<file path="src/rtl/univ_shift_reg.sv">
`default_nettype none
// ============================================================================
// Module     : univ_shift_reg
// Description: WIDTH-bit universal register (hold/shift/rotate/load/clear/
//              invert) with a shift counter and word-complete strobe.
// Revision   : 1.0 - initial release
// ============================================================================
module univ_shift_reg #(
    parameter int               WIDTH     = 8,
    parameter logic [WIDTH-1:0] RESET_VAL = {WIDTH{1'b0}},
    localparam int              CNT_W     = $clog2(WIDTH + 1)
) (
    input  logic             clk,
    input  logic             reset,
    input  logic             en,
    input  logic [2:0]       mode,
    input  logic             sin_msb,
    input  logic             sin_lsb,
    input  logic [WIDTH-1:0] d,
    output logic [WIDTH-1:0] q,
    output logic [WIDTH-1:0] qb,
    output logic             sout_lsb,
    output logic             sout_msb,
    output logic [CNT_W-1:0] shift_cnt,
    output logic             word_done
);

    localparam logic [2:0] MODE_HOLD = 3'b000;
    localparam logic [2:0] MODE_SHR  = 3'b001;
    localparam logic [2:0] MODE_SHL  = 3'b010;
    localparam logic [2:0] MODE_ROR  = 3'b011;
    localparam logic [2:0] MODE_ROL  = 3'b100;
    localparam logic [2:0] MODE_LOAD = 3'b101;
    localparam logic [2:0] MODE_CLR  = 3'b110;
    localparam logic [2:0] MODE_INV  = 3'b111;

    localparam logic [CNT_W-1:0] CNT_LAST = CNT_W'(WIDTH - 1);

    logic [WIDTH-1:0] q_q, q_d;
    logic [CNT_W-1:0] cnt_q, cnt_d;
    logic             done_q, done_d;
    logic             is_shift;

    always_comb begin
        q_d      = q_q;
        cnt_d    = cnt_q;
        done_d   = done_q;
        is_shift = 1'b0;
        if (en) begin
            done_d = 1'b0;
            case (mode)
                MODE_HOLD: q_d = q_q;
                MODE_SHR: begin
                    q_d      = {sin_msb, q_q[WIDTH-1:1]};
                    is_shift = 1'b1;
                end
                MODE_SHL: begin
                    q_d      = {q_q[WIDTH-2:0], sin_lsb};
                    is_shift = 1'b1;
                end
                MODE_ROR: begin
                    q_d      = {q_q[0], q_q[WIDTH-1:1]};
                    is_shift = 1'b1;
                end
                MODE_ROL: begin
                    q_d      = {q_q[WIDTH-2:0], q_q[WIDTH-1]};
                    is_shift = 1'b1;
                end
                MODE_LOAD: begin
                    q_d   = d;
                    cnt_d = '0;
                end
                MODE_CLR: begin
                    q_d   = RESET_VAL;
                    cnt_d = '0;
                end
                MODE_INV: q_d = ~q_q;
                default:  q_d = q_q;
            endcase
            // The WIDTH-th shift wraps the counter and raises the strobe on the same edge.
            if (is_shift) begin
                if (cnt_q == CNT_LAST) begin
                    cnt_d  = '0;
                    done_d = 1'b1;
                end else begin
                    cnt_d = cnt_q + 1'b1;
                end
            end
        end
    end

    always_ff @(posedge clk) begin
        if (reset) begin
            q_q    <= RESET_VAL;
            cnt_q  <= '0;
            done_q <= 1'b0;
        end else begin
            q_q    <= q_d;
            cnt_q  <= cnt_d;
            done_q <= done_d;
        end
    end

    assign q         = q_q;
    assign qb        = ~q_q;
    assign sout_lsb  = q_q[0];
    assign sout_msb  = q_q[WIDTH-1];
    assign shift_cnt = cnt_q;
    assign word_done = done_q;

endmodule
`default_nettype wire

</file>
<file path="config.mk">
export PLATFORM = sky130hd
export DESIGN_NAME = univ_shift_reg
export DESIGN_NICKNAME = d
export VERILOG_FILES = /design/src/rtl/univ_shift_reg.sv
export SDC_FILE = /design/constraint.sdc
export NUM_CORES = 1
export LEC_CHECK = 0
export CAP_MARGIN = 20
export CORE_UTILIZATION = 44
export CTS_BUF_LIST = sky130_fd_sc_hd__clkbuf_2 sky130_fd_sc_hd__clkbuf_4 sky130_fd_sc_hd__clkbuf_8
export CTS_CLUSTER_DIAMETER = 120
export DETAILED_ROUTE_END_ITERATION = 10
export GPL_TIMING_DRIVEN = 0
export PLACE_DENSITY_LB_ADDON = 0.2
export SLEW_MARGIN = 10
export SYNTH_ARGS = -nofsm -noshare
export SYNTH_HDL_FRONTEND = slang
export SYNTH_SLANG_ARGS = --single-unit
</file>
<file path="constraint.sdc">
create_clock -name clk -period 1.6 [get_ports clk]
set_input_delay 0.24 -clock clk [delete_from_list [all_inputs] [get_ports clk]]
set_output_delay 0.24 -clock clk [all_outputs]
set_load 0.01 [all_outputs]
</file>
==> impl_metrics.toml <==
[final_layout]
diodes = 0
final_cell_mix = "clkdlybuf4s50_1, dfxtp_1, inv_1, nor2_1"
final_common_cell = "clkdlybuf4s50_1"
drive_gt1_share_pct = 16.4
stdcell_count = 179
nets = 170
syn2layout_area_growth_pct = 43.7

[detailed_routing]
drt-total-wl_um = 2410
drtPass1Iterations = 4
wl_per_cell_um = 13.4
drt_iter0_drc = 39
drcViolationCount = 0
vias = 994
via_per_inst = 5.55
antenna_left = 0

[synth]
synth-seq-area-share_pct = 28.1
synth_area_um2 = 927
yosysWarnings = 0
yosys-top-cells-area = "dfxtp_1, a211oi_2, nand4b_1, a221oi_1, a21oi_1"
syn_nets = 131
synth-seq-cells = 13
yosysTopAreaCell = "dfxtp_1"
synth_top_area_share_pct = 28.1
syn_avg_cell_area_um2 = 8.13
synthCells = 114
yosysUniqueCellTypes = 39

[timing]
worst_pin_slew_ns = 0.583
finalHoldViolations = 0
setup_viol = 0
finalClockSkew_ns = 0.00561
fin_hold_ws_ns = 0.376
rsz0062_at_grt = "no"
fin_ws_ns = 0.0642
fmax_ghz = 0.651
slew_violations = 0
slew_headroom_pct = 61.1
fin_setup_tns_ns = 0
period_minus_slack_ns = 1.54
timing.final.crit_share_pct = 96.0

[grt]
grt_pass1_wl_um = 3460
grt.overflow.total = 0
grt_antenna_before_repair = 0
grt_pass1_vias = 783
grt.total_usage_pct = 21.2
grt_max_degree = 11

[floorplanning]
die_area_um2 = 2290
core_area_um2 = 1960
ios = 39
rows = 16
start_util_pct = 47.3
die_h_um = 47.9
die_w_um = 47.9

[min_path]
min_from = "en"
whs_endpoint = "word_done$_SDFFE_PP0P_"
hold_path_depth = 3
hold_class = "in -> reg"

[power_and_ir_drop]
power_density_nw_per_um2 = 643
swShare_pct = 31.0
p_int_w = 0.000592
leakagePower_nw = 0.461
power_w = 0.000857
p_seq_share_pct = 43.0
p_comb_share_pct = 33.3
power.share.clock_pct = 23.7
power_switching_w = 0.000265
vdd_drop_max_mv = 0.406

[placed_design]
hpwl_um = 1790
io_buffer_count = 34
gp_congestion = 0.838
dp_cells = 175
place_ws_ns = -0.0255

[clocking]
path_clk_slew_ns = 0.09
cts_tree = "built"
cts_made_buffers = 3
ctsHoldBuffers = 0
cts_sinks = 13
clockBufferDepth = 2
post_cts_buffers = 0
clock_latency_ns = 0.27
cts.htree.levels = 1
cts-root-buf = "clkbuf_4"

[worst_setup_path]
setup.worst_path.end_class = "output pin"
rrSetupSlack_ns = 0.40
cp.arrival_ns = 1.30
startpoint_type = "flip-flop"
reg2regPathDepth = 4
crit_required_ns = 1.36
cp_max_fo = 6
path_class = "reg -> out"
startpoint = "q[0]$_SDFFE_PP0P_"
r2r-start = "q[1]$_SDFFE_PP0P_"
worstReg2RegEnd = "q[1]$_SDFFE_PP0P_"

[flow_run]
max_cap_viol_count = 0

[run_status]
status = "finished clean"
## metal layers
| metal | wire (um) | GRT usage, % | up-vias |
|---|---|---|---|
| li1 | - | - | 499 |
| met1 | 1140 | 30.7 | 445 |
| met2 | 1050 | 32.7 | 48 |
| met3 | 208 | 4.53 | 2 |
| met4 | 9 | 3.33 | 0 |
| met5 | 0 | 0 | - |
## per-stage QoR
stage | util (%) | cell area [um2]
finish | 67.9 | 1330
floorplan | - | 927
global route | 67.9 | 1330
CTS | 67.8 | 1330
detailed placement | 66.3 | 1300
global placement | 66.3 | 1300
## worst max path at each step
| stage | to |
|---|---|
| 6_report | q[0] |
| 3_3_place_gp | shift_cnt[3]$_SDFFE_PP0P_ |
| 4_1_cts | q[7] |
| 3_5_place_dp | shift_cnt[3]$_SDFFE_PP0P_ |
| 2_1_floorplan | q[4]$_SDFFE_PP0P_ |
| 5_1_grt | q[0] |
## timing repair
action / in CTS / in global routing
gates resized for setup: 1 / 2
cloned: 0 / 0
setup endpoints to repair: 1 / 2
## kinds of logic after synthesis
family                     count (synthesis)  share of synthesized area [%]
AOI/OAI and AO/OA                         37                           31.0
muxes                                      2                           2.43
and+or+nand+nor                           40                           24.8
adders and majority gates                  1                           1.35
buffers and inverters                     20                           11.3
xor gates and xnor gates                   1                          0.945
DFF                                       13                           28.1
## power by group through the flow
stage | logic [W] | registers (W) | clock network [W]
2_1_floorplan | 0.000152 | 0.000378 | 0
5_1_grt | 0.000310 | 0.000373 | 0.000226
3_3_place_gp | 0.000280 | 0.000374 | 0
3_5_place_dp | 0.000284 | 0.000375 | 0
4_1_cts | 0.000286 | 0.000368 | 0.000211
6_report | 0.000285 | 0.000369 | 0.000204
## synthesized netlist by cell type (all sizes together)
library cell and count:
o221ai 1, or3 2, o2111ai 1, nand4 1
buf 8, a31oi 1, a22o 1, nand2 7
o21ai 7, nand4b 6, nor3 2, nand3 3
ha 1, a32oi 1, o21a 1, clkbuf 3
nor2b 2, a311oi 1, a21boi 1, a21oi 7
a221oi 5, and3 1, o32ai 1, nand3b 1
nor4b 1, a211oi 8, xnor2 1, o31ai 1
mux2 2, nand2b 4, and2 1, nor2 9
inv 9, dfxtp 13
## sequential cells by signal, indices dropped and copies added, names as in the netlist
name,cells
q,8
shift_cnt,4
word_done,1
## area by class of cell
cell class / instances / area [um2]
clock inverters: 1 / 5.00
fillers: 181 / 629
clock buffers: 3 / 22.5
multi-input cells: 81 / 562
inverters: 9 / 33.8
flip-flops and latches: 13 / 264
well taps: 27 / 33.8
plain buffers: 11 / 71.3
repair buffers: 34 / 340
## worst max-delay path, cell delays in order (launching register included)
cell and delay [ns]:
dfxtp_2 0.39, buf_4 0.12, clkdlybuf4s50_1 0.52
Power figures use the tool's default switching activity.
